File: src/rtl/root_feeder.sv
// Request queue and sequencer feeding a single root engine, one request in flight at a time.
// Optional WAIT-state watchdog enabled by defining ROOT_FEEDER_TIMEOUT_EN.
`timescale 1ns/1ps
module root_feeder #(
    parameter int DEPTH   = 4,
    parameter int TIMEOUT = 255
) (
    input  logic                    clk,
    input  logic                    rst,
    input  logic                    req_valid,
    output logic                    req_ready,
    input  logic [9:0]              req_radicand,
    input  logic [2:0]              req_degree,
    output logic                    root_in_valid,
    output logic [9:0]              root_in_data_1,
    output logic [2:0]              root_in_data_2,
    input  logic                    root_out_valid,
    input  logic [19:0]             root_out_data,
    output logic                    rsp_valid,
    input  logic                    rsp_ready,
    output logic [19:0]             rsp_data,
    output logic [9:0]              rsp_radicand,
    output logic [2:0]              rsp_degree,
    output logic                    rsp_err,
    output logic [$clog2(DEPTH):0]  level
);

    localparam int PW = $clog2(DEPTH);
    localparam int LW = PW + 1;

    if (DEPTH < 2 || DEPTH > 16 || (DEPTH & (DEPTH - 1)) != 0 || TIMEOUT < 1 || TIMEOUT > 255) begin : g_bad_param
        $error("root_feeder: illegal DEPTH or TIMEOUT");
    end

    typedef enum logic [1:0] {IDLE, ISSUE, WAIT, RESP} state_e;

    typedef struct packed {
        logic [9:0] radicand;
        logic [2:0] degree;
    } entry_t;

    entry_t          mem [DEPTH];
    entry_t          head;
    state_e          state_q, state_d;
    logic [PW-1:0]   wr_ptr_q, wr_ptr_d;
    logic [PW-1:0]   rd_ptr_q, rd_ptr_d;
    logic [LW-1:0]   level_q, level_d;
    logic [9:0]      in_rad_q, in_rad_d;
    logic [2:0]      in_deg_q, in_deg_d;
    logic [19:0]     rsp_data_q, rsp_data_d;
    logic [9:0]      rsp_rad_q, rsp_rad_d;
    logic [2:0]      rsp_deg_q, rsp_deg_d;
    logic            rsp_err_q, rsp_err_d;
    logic            push, pop;

`ifdef ROOT_FEEDER_TIMEOUT_EN
    localparam logic [7:0] WD_LAST = 8'(TIMEOUT - 1);
    logic [7:0]      wd_cnt_q, wd_cnt_d;
`endif

    assign head      = mem[rd_ptr_q];
    assign pop       = (state_q == RESP) && rsp_ready;
    // A pop frees a slot in the same cycle, so a full queue can still accept.
    assign req_ready = !rst && ((level_q < LW'(DEPTH)) || pop);
    assign push      = req_valid && req_ready;

    assign root_in_valid  = (state_q == ISSUE);
    assign root_in_data_1 = in_rad_q;
    assign root_in_data_2 = in_deg_q;
    assign rsp_valid      = (state_q == RESP);
    assign rsp_data       = rsp_data_q;
    assign rsp_radicand   = rsp_rad_q;
    assign rsp_degree     = rsp_deg_q;
    assign rsp_err        = rsp_err_q;
    assign level          = level_q;

    always_comb begin
        state_d    = state_q;
        wr_ptr_d   = wr_ptr_q + (push ? PW'(1) : PW'(0));
        rd_ptr_d   = rd_ptr_q + (pop  ? PW'(1) : PW'(0));
        level_d    = level_q;
        in_rad_d   = in_rad_q;
        in_deg_d   = in_deg_q;
        rsp_data_d = rsp_data_q;
        rsp_rad_d  = rsp_rad_q;
        rsp_deg_d  = rsp_deg_q;
        rsp_err_d  = rsp_err_q;
`ifdef ROOT_FEEDER_TIMEOUT_EN
        wd_cnt_d   = wd_cnt_q;
`endif

        if (push && !pop) begin
            level_d = level_q + LW'(1);
        end else if (pop && !push) begin
            level_d = level_q - LW'(1);
        end

        unique case (state_q)
            IDLE: begin
                if (level_q != '0) begin
                    rsp_rad_d = head.radicand;
                    rsp_deg_d = head.degree;
                    if (head.degree == 3'd0) begin
                        rsp_data_d = 20'h00000;
                        rsp_err_d  = 1'b1;
                        state_d    = RESP;
                    end else begin
                        in_rad_d = head.radicand;
                        in_deg_d = head.degree;
                        state_d  = ISSUE;
                    end
                end
            end
            ISSUE: begin
                state_d = WAIT;
`ifdef ROOT_FEEDER_TIMEOUT_EN
                wd_cnt_d = 8'd0;
`endif
            end
            WAIT: begin
                if (root_out_valid) begin
                    rsp_data_d = root_out_data;
                    rsp_err_d  = 1'b0;
                    state_d    = RESP;
                end
`ifdef ROOT_FEEDER_TIMEOUT_EN
                else if (wd_cnt_q == WD_LAST) begin
                    rsp_data_d = 20'hFFFFF;
                    rsp_err_d  = 1'b1;
                    state_d    = RESP;
                end else begin
                    wd_cnt_d = wd_cnt_q + 8'd1;
                end
`endif
            end
            RESP: begin
                if (pop) begin
                    state_d = IDLE;
                end
            end
            default: state_d = IDLE;
        endcase
    end

    // NOTE: sequential state uses non-blocking assignments so every flop samples pre-edge values.
    always_ff @(posedge clk) begin
        if (rst) begin
            state_q    <= IDLE;
            wr_ptr_q   <= '0;
            rd_ptr_q   <= '0;
            level_q    <= '0;
            in_rad_q   <= '0;
            in_deg_q   <= '0;
            rsp_data_q <= '0;
            rsp_rad_q  <= '0;
            rsp_deg_q  <= '0;
            rsp_err_q  <= 1'b0;
        end else begin
            state_q    <= state_d;
            wr_ptr_q   <= wr_ptr_d;
            rd_ptr_q   <= rd_ptr_d;
            level_q    <= level_d;
            in_rad_q   <= in_rad_d;
            in_deg_q   <= in_deg_d;
            rsp_data_q <= rsp_data_d;
            rsp_rad_q  <= rsp_rad_d;
            rsp_deg_q  <= rsp_deg_d;
            rsp_err_q  <= rsp_err_d;
        end
    end

`ifdef ROOT_FEEDER_TIMEOUT_EN
    always_ff @(posedge clk) begin
        if (rst) begin
            wd_cnt_q <= 8'd0;
        end else begin
            wd_cnt_q <= wd_cnt_d;
        end
    end
`endif

    // NOTE: queue storage has no reset; level and pointers alone decide which entries are live.
    always_ff @(posedge clk) begin
        if (push) begin
            mem[wr_ptr_q] <= '{radicand: req_radicand, degree: req_degree};
        end
    end

endmodule

File: config.mk
export PLATFORM = sky130hd
export DESIGN_NAME = root_feeder
export DESIGN_NICKNAME = d
export VERILOG_FILES = /design/src/rtl/root_feeder.sv
export SDC_FILE = /design/constraint.sdc
export NUM_CORES = 1
export LEC_CHECK = 0
export ABC_AREA = 1
export ABC_CLOCK_PERIOD_IN_PS = 3200
export CORE_MARGIN = 4
export CORE_UTILIZATION = 40
export DETAILED_ROUTE_END_ITERATION = 12
export PLACE_DENSITY_LB_ADDON = 0.2
export SYNTH_ARGS = -nofsm -noshare
export SYNTH_HDL_FRONTEND = slang
export SYNTH_SLANG_ARGS = --single-unit
export TNS_END_PERCENT = 30
File: constraint.sdc
create_clock -name clk -period 3.2 [get_ports clk]
set_clock_uncertainty 0.2 [all_clocks]
set_input_delay 0.64 -clock clk [delete_from_list [all_inputs] [get_ports clk]]
set_output_delay 0.64 -clock clk [all_outputs]
set_load 0.005 [all_outputs]
* Word level (Yosys, flattened, before mapping)
Memories as Yosys holds them, arrays and structs flattened. A register that Yosys moved wholly into a read port is not among the register bits.
Cells that the tools add are included.
** Operators by class
- Add/subtract/negate cells :: 4
- Order comparisons :: 1
- Equality and inequality tests :: 7
- Mux-type cells :: 20
- Bitwise logic cells :: 1
- Reduce and logical (&&, ||, !) cells :: 18
** Operators with widths (number)
- $mux W20 :: 3
- $pmux W20 S2 :: 1
- $mux W2 :: 5
- $pmux W2 S4 :: 1
- $mux W1 :: 7
- $mux W3 :: 2
- $ne A2 B2 Y1 const B :: 3
- $reduce_and A3 Y1 :: 2
- $logic_and A1 B1 Y1 :: 5
- $add A2 B1 Y2 :: 2
- $eq A2 B2 Y1 const B :: 2
- $reduce_and A4 Y1 :: 1
- $reduce_bool A2 Y1 :: 2
- $add A3 B1 Y3 const B :: 1
- $logic_not A1 Y1 :: 3
- $logic_not A3 Y1 :: 1
- $lt A3 B3 Y1 const B :: 1
- $reduce_bool A3 Y1 :: 1
- $sub A3 B1 Y3 const B :: 1
- $eq A2 B1 Y1 const B :: 1
- $logic_not A2 Y1 :: 1
- $ne A2 B1 Y1 const B :: 1
- $pmux W1 S2 :: 1
- $reduce_and A2 Y1 :: 1
- other kinds (2) :: 2
** Word-level totals
- Flip-flop bits (word level) :: 56
- Memory bits (writable) :: 52
- Input bits :: 38
- Output and inout port bits :: 53
- Logic and storage cells :: 62
- Memories :: 1
** Memories
- mem :: words 4, width 13, read ports 1, clocked after Yosys merged registers in 1, write ports 1, RTL line 42 : entry_t mem [DEPTH];

* Logic depth before layout (Yosys ltp)
Gate-level depths: netlist (run 1).
- Depth after elaboration :: 9
- Gate-level depth with buffers :: 12
- Gate-level depth less buffers :: 12

* Worst setup path before layout (run 1)
No wires, ideal clock.
- Kind :: in2reg
- Start point :: input rst
- End point :: memory mem[0][0] in the netlist's numbering, enable pin
- Library setup time :: 0.400 ns
- Arrival :: 2.079 ns
- Data required time :: 2.600 ns
- Setup slack :: 0.521 ns
- Cell stages on the path :: 4
- Buffers on the path :: 1
- Path through :: clkbuf_1 -> a21oi_1 -> nand2_1 -> nor3_1
** On the way
- Longest elaborated chain between the ends :: 5
** RTL lines
- start, declared :: RTL line 9 : input logic rst,
- $logic_not A1 Y1 :: RTL line 64 : assign req_ready = !rst && ((level_q < LW'(DEPTH)) || pop);
- $logic_and A1 B1 Y1 :: RTL line 64
- net req_ready :: RTL line 11 : output logic req_ready,
- $logic_and A1 B1 Y1 :: RTL line 65 : assign push = req_valid && req_ready;
- $mux W1 :: RTL line 184 : if (push) begin
- $mux W1 (implied by the code) :: RTL line 185 : mem[wr_ptr_q] <= '{radicand: req_radicand, degree: req_degree};
- end, declared :: RTL line 42
The timed path passes the listed nets, and every way through them passes these cells.

==> results.toml, run 1 <==
[synthesis]
yosysTopAreaCell = "edfxtp_1"
ys_top_cells_by_area = "edfxtp_1 (35%), dfxtp_1 (25%), nand2_1 (11%)"
synth_common_cells = "nand2_1 (129), dfxtp_1 (56), edfxtp_1 (52)"
synth_edf_count = 52
netlist.area_leader.share_pct = 35.1
synth_area_per_cell_um2 = 9.12
synth.lib_cells_used.distinct = 26
synthFlopType = "dfxtp_1"
yosysWarnings = 0
ys_ff_latch = 108
syn_area_mm2 = 0.00445
async_reset_ff_share_pct = 0
synth_most_common_cell = "nand2_1"
yosysSeqAreaShare_pct = 60.3
synthesis.instances = 488
synth_fp_nets = 535

[setup_path]
r2r_setup_slack_ps = 420
worstPathArrival_ps = 2850
crit_fanout = 25
r2r_end = "rsp_data[15]"
critPathKind = "flip-flop to flip-flop"
end_kind = "flip-flop"
required_ps = 3270
r2r_cells = 9
worstReg2RegStart = "rd_ptr_q[0]"
cp-startpoint = "rd_ptr_q[0]"
startpoint_type = "flip-flop"

[clock_network]
cts_resized = 0
post-cts-setup-buffers = 0
ctsRootBufferMaster = "clkbuf_8"
ctsHtreeMaxLevel = 3
clk_path_buf_depth = 2
numCtsBuffers = 9
hold_buffers = 0
clock_latency_ps = 390
clock_sinks = 108
path_clk_slew_ps = 100
cts_tree = "yes"

[routing]
num_vias = 3431
viasPerCell = 4.77
drc_errors = 0
postRouteAntennaNets = 0
wl_per_cell_um = 14.0
first_pass_iters = 4
drt_wl_total_um = 10100
drtIter0Drc = 274

[timing]
finalSetupViolCount = 0
fmax_mhz = 360
relSlewSlack_pct = 56.4
hold_viol = 0
holdWs_ps = 269
slew_viol_final = 0
rsz0062_at_grt = "no"
min_period_over_period_pct = 86.9
fin_tns_setup_ps = 0
min_period_ps = 2780
tightestPinTransition_ps = 653

[die]
io_pins = 91
rows = 38
start_util_pct = 40.9
die_w_um = 113
die-area_mm2 = 0.0129
core_mm2 = 0.0109
die_h_um = 113

[status]
outcome = "finished clean"

[final_layout]
antenna_cells = 0
nNetsFinal = 621
area_growth_pct = 26.7
drive_above_1_share_pct = 5.87

[global_routing]
grt_overflow = 0
grt_max_degree = 36
grt_pass1_vias = 3365
grt_pass1_wl_um = 16700
track_usage_pct = 16.3
antenna_found_initial = 0

[hold_path]
hold_path.class = "flip-flop to flip-flop"
min_path_cells = 2
min_from = "rsp_data[16]"
hold-path-endpoint = "rsp_data[16]"

[power]
powerDensity_mw_per_mm2 = 683
leakage_nw = 2.22
ir_drop_uv = 302

[placed_design]
hpwlAfterDp_um = 7030
port_buffers = 90
place.gp.congestion = 0.790

[flow_run]
maxCapViolCount = 0
==> state kept, by name, summed over array words and instances (netlist names) <==
signal / flops
level: 3
mem: 52
root_in_data_2: 3
rsp_err: 1
root_in_data_1: 10
rsp_radicand: 10
rsp_degree: 3
rd_ptr_q: 2
state_q: 2
wr_ptr_q: 2
rsp_data: 20
==> worst max-delay path: stages (launching register included) <==
cell and delay (ps):
dfxtp_1 750, inv_4 240, nand2_1 110, nand3_1 120
nand2_1 180, nand3_4 120, nand2_2 330, nand2_2 360
nand2_1 150, a21oi_1 70
==> metal layers <==
metal / share of wire, % / global-route usage (%) / up-vias
li1: - / - / 1758
met1: 47 / 21.2 / 1554
met2: 44 / 25.7 / 103
met3: 7.1 / 5.25 / 16
met4: 1.9 / 5.69 / 0
met5: 0 / 0 / -
==> through the flow <==
| step | cell area (µm²) | setup WS [ps] | power (W) | cells | util [%] |
|---|---|---|---|---|---|
| after floorplan | 4450 | 521 | 0.00254 | 488 | - |
| after global placement | 5460 | 242 | 0.00307 | 703 | 50.1 |
| after detailed placement | 5460 | 171 | 0.00309 | 703 | 50.1 |
| after CTS | 5640 | 417 | 0.00389 | 719 | 51.8 |
| after global routing | 5640 | 154 | 0.00414 | 719 | 51.8 |
| final | 5640 | 419 | 0.00385 | 719 | 51.8 |
==> area by class of cell <==
type | count | area, µm²
timing repair buffer | 101 | 983
inverter | 50 | 190
fill | 1005 | 5250
clock buffer | 10 | 128
sequential | 108 | 2680
clock inverter | 6 | 56.3
multi-input combinational | 304 | 1430
tap | 140 | 175
==> report_power, final <==
| part | switching [W] | total, W | internal [W] | leakage, nW |
|---|---|---|---|---|
| clock network | 0.000499 | 0.000798 | 0.000300 | 0.0909 |
| registers | 0.000114 | 0.00175 | 0.00164 | 0.930 |
| logic | 0.000713 | 0.00130 | 0.000587 | 1.20 |
==> worst max path at each step <==
stage / cells after the start / end / slack [ps]
5_1_grt: 10 / rsp_data[2] / 150
3_3_place_gp: 12 / level[2] / 240
3_5_place_dp: 12 / level[2] / 170
4_1_cts: 4 / req_ready / 420
2_1_floorplan: 4 / mem[0][0] / 520
6_report: 9 / rsp_data[15] / 420
==> placed cells by master, fill, tap and decap left out, drive strengths merged <==
master         count
a21oi             47
a31oi              1
buf               11
clkbuf            10
clkdlybuf4s50     90
clkinv             2
clkinvlp           1
dfxtp             56
edfxtp            52
fa                 1
ha                 8
inv               53
nand2            132
nand3             51
nand4              2
nor2              37
nor3               5
o21ai             17
o22ai              1
xnor2              2
==> kinds of logic (layout without fill, tap and decap cells) <==
logic type / count (synthesis) / after routing / share of synthesized area [%]
buf+inv: 76 / 167 / 7.70
fa+ha+maj: 9 / 9 / 2.70
xor+xnor: 2 / 2 / 0.394
flops: 108 / 108 / 60.3
compound gates: 66 / 66 / 7.56
simple gates: 227 / 227 / 21.4
Note: power is estimated with default switching activity, not from simulation.
==> run 2: changes to the inputs <==
--- a/config.mk
+++ b/config.mk
@@ -5,8 +5,8 @@
 export SDC_FILE = /design/constraint.sdc
 export NUM_CORES = 1
 export LEC_CHECK = 0
-export ABC_AREA = 1
 export ABC_CLOCK_PERIOD_IN_PS = 3200
+export CORE_ASPECT_RATIO = 1.2
 export CORE_MARGIN = 4
 export CORE_UTILIZATION = 40
 export DETAILED_ROUTE_END_ITERATION = 12
==> run 2 against run 1 <==
Routed wire length down 0.38%. Clock power is 33% higher. First-iteration DRC count shrank 49%. Utilization rose by 1.3 points.
==> results.toml, run 2 <==
[power]
finalPower_w = 0.00418
p_comb_share_pct = 32.9
power_frac_clock_pct = 25.5
leakage_nw = 2.10
powerDensity_mw_per_mm2 = 712
p_sw_w = 0.00134
ir_drop_uv = 442
p_int_w = 0.00284
swShare_pct = 32.1
pwr-share-seq_pct = 41.7

[final_layout]
fillers = 962
area_growth_pct = 30.2
antenna_cells = 0
instances_no_fill = 598
nNetsFinal = 508
drive_above_1_share_pct = 10.5
final_common_cell = "clkdlybuf4s50_1"
regMostFlops = "mem"
mostFrequentLayoutCells = "clkdlybuf4s50_1 (89), dfxtp_1 (56), nand2_1 (54)"
largest_reg_flops = 52

[placed_design]
place.gp.congestion = 0.711
placed_cells = 582
port_buffers = 90
hpwlAfterDp_um = 6890
dp_slack_ps = 96.2

[timing]
hold_viol = 0
final.setup.worst_slack_ps = 427
min_period_over_period_pct = 86.6
relSlewSlack_pct = 20.0
slew_viol_final = 0
rsz0062_at_grt = "no"
fmax_mhz = 361
finalSetupViolCount = 0
min_period_ps = 2770
tightestPinTransition_ps = 1200
fin_tns_setup_ps = 0

[synthesis]
ys_ff_latch = 108
synth_area_per_cell_um2 = 12.2
synth_fp_nets = 417
ys_top_cells_by_area = "edfxtp_1 (35%), dfxtp_1 (25%), mux2i_1 (7.1%)"
synth_most_common_cell = "dfxtp_1"
synth.lib_cells_used.distinct = 35
synthesis.instances = 370
syn_area_mm2 = 0.00450
synthFlopType = "dfxtp_1"
synth_common_cells = "dfxtp_1 (56), nand2_1 (54), edfxtp_1 (52)"
netlist.area_leader.share_pct = 34.7
synth_edf_count = 52
yosysWarnings = 0
yosysTopAreaCell = "edfxtp_1"
yosysSeqAreaShare_pct = 59.6
async_reset_ff_share_pct = 0

[status]
outcome = "finished clean"

[clock_network]
path_clk_slew_ps = 70
ctsHtreeMaxLevel = 3
clock_latency_ps = 350
numCtsBuffers = 9
ctsRootBufferMaster = "clkbuf_16"
clk_path_buf_depth = 2
post-cts-setup-buffers = 0
clock_sinks = 108
cts_resized = 0
hold_buffers = 0
cts_tree = "yes"

[routing]
drtIter0Drc = 139
drc_errors = 0
postRouteAntennaNets = 0
viasPerCell = 5.31
first_pass_iters = 4
drt_wl_total_um = 10100
num_vias = 3173
wl_per_cell_um = 16.8

[setup_path]
end_kind = "output pin"
path_cells = "clkdlybuf4s50_1 -> nand2_1 -> a21oi_1 -> clkdlybuf4s50_1"
crit_fanout = 3
critPathTopFamily = "buffers and inverters"
crit_top_cell = "clkdlybuf4s50_1"
critPathKind = "input port to output pin"
critPathBufInv = 2
crit_slowest_cell = "clkdlybuf4s50_1"
required_ps = 2360
worstPathArrival_ps = 1930
startpoint_type = "input port"
max_stage_delay_ps = 530

[global_routing]
track_usage_pct = 16.1
grt_max_degree = 57
grt_pass1_wl_um = 16700
grt_overflow = 0
grt_pass1_vias = 3209
antenna_found_initial = 0

[die]
die-area_mm2 = 0.0130
die_w_um = 105
rows = 42
io_pins = 91
die_h_um = 124
core_mm2 = 0.0110
start_util_pct = 40.8

[hold_path]
hold_path.class = "flip-flop to flip-flop"

[flow_run]
maxCapViolCount = 0
[run 2: worst reg2reg max path: stages, from the launching register on]
cell and delay (ps):
dfxtp_1 390, ha_1 210, nand2_1 110, a21oi_1 190, nand2_1 90, inv_1 100
ha_1 190, inv_1 60, fa_1 370, xor2_1 160, or3_1 300, a21oi_1 140
[run 2: final cells by class]
type	instances	area, µm²	area share (%)
clock buffers	9	225	3.84
clock inverters	7	57.6	0.981
inverters	7	26.3	0.448
multi-input cells	231	1710	29.1
flip-flops and latches	108	2680	45.7
well taps	132	165	2.82
repair buffers	104	1000	17.1
[run 2: cells by family (layout without fill, tap and decap cells)]
family	after synthesis	count (layout)	share of synthesized area, %
simple gates	124	124	13.6
flops	108	108	59.6
compound gates	49	49	6.81
mux	45	45	13.6
buf+inv	31	127	2.94
fa+ha+maj	9	9	2.67
xor+xnor	4	4	0.778
[run 2: worst paths after layout]
kind / start / endpoint / slack (ps) / cells past startpoint
min: rsp_degree[1] / rsp_degree[1] / 260 / 2
max reg2reg: state_q[1] / level[2] / 620 / 11
max: rsp_ready / req_ready / 430 / 4
min reg2reg: rsp_degree[1] / rsp_degree[1] / 260 / 2
[run 2: routing by layer]
layer  up-vias  wire length [µm]  global-route usage [%]
li1       1542                 -                       -
met1      1532              4480                    20.6
met4         0               156                    5.87
met2        85              4900                    26.3
met5         -                 0                       0
met3        14               522                    4.10
[run 2: power by group through the flow]
stage / sequential (W) / combinational [W] / clock [W]
CTS: 0.00174 / 0.00139 / 0.00109
finish: 0.00174 / 0.00137 / 0.00106
floorplan: 0.00176 / 0.000815 / 0
global route: 0.00176 / 0.00150 / 0.00115
global placement: 0.00176 / 0.00137 / 0
detailed placement: 0.00177 / 0.00139 / 0
[run 2: through the flow]
| stage | cell area [µm²] | util, % | hold slack, ps |
|---|---|---|---|
| finish | 5870 | 53.2 | 255 |
| global route | 5870 | 53.2 | 280 |
| CTS | 5870 | 53.2 | 258 |
| floorplan | 4500 | - | 253 |
| global placement | 5580 | 50.6 | 243 |
| detailed placement | 5580 | 50.6 | 248 |
==> run 3: changes to the inputs <==
--- a/config.mk
+++ b/config.mk
@@ -11,6 +11,7 @@
 export CORE_UTILIZATION = 40
 export DETAILED_ROUTE_END_ITERATION = 12
 export PLACE_DENSITY_LB_ADDON = 0.2
+export SKIP_CTS_REPAIR_TIMING = 1
 export SYNTH_ARGS = -nofsm -noshare
 export SYNTH_HDL_FRONTEND = slang
 export SYNTH_SLANG_ARGS = --single-unit
==> results of run 3 <==
No change in the layout: final DEF, timing and power equal those of run 2.
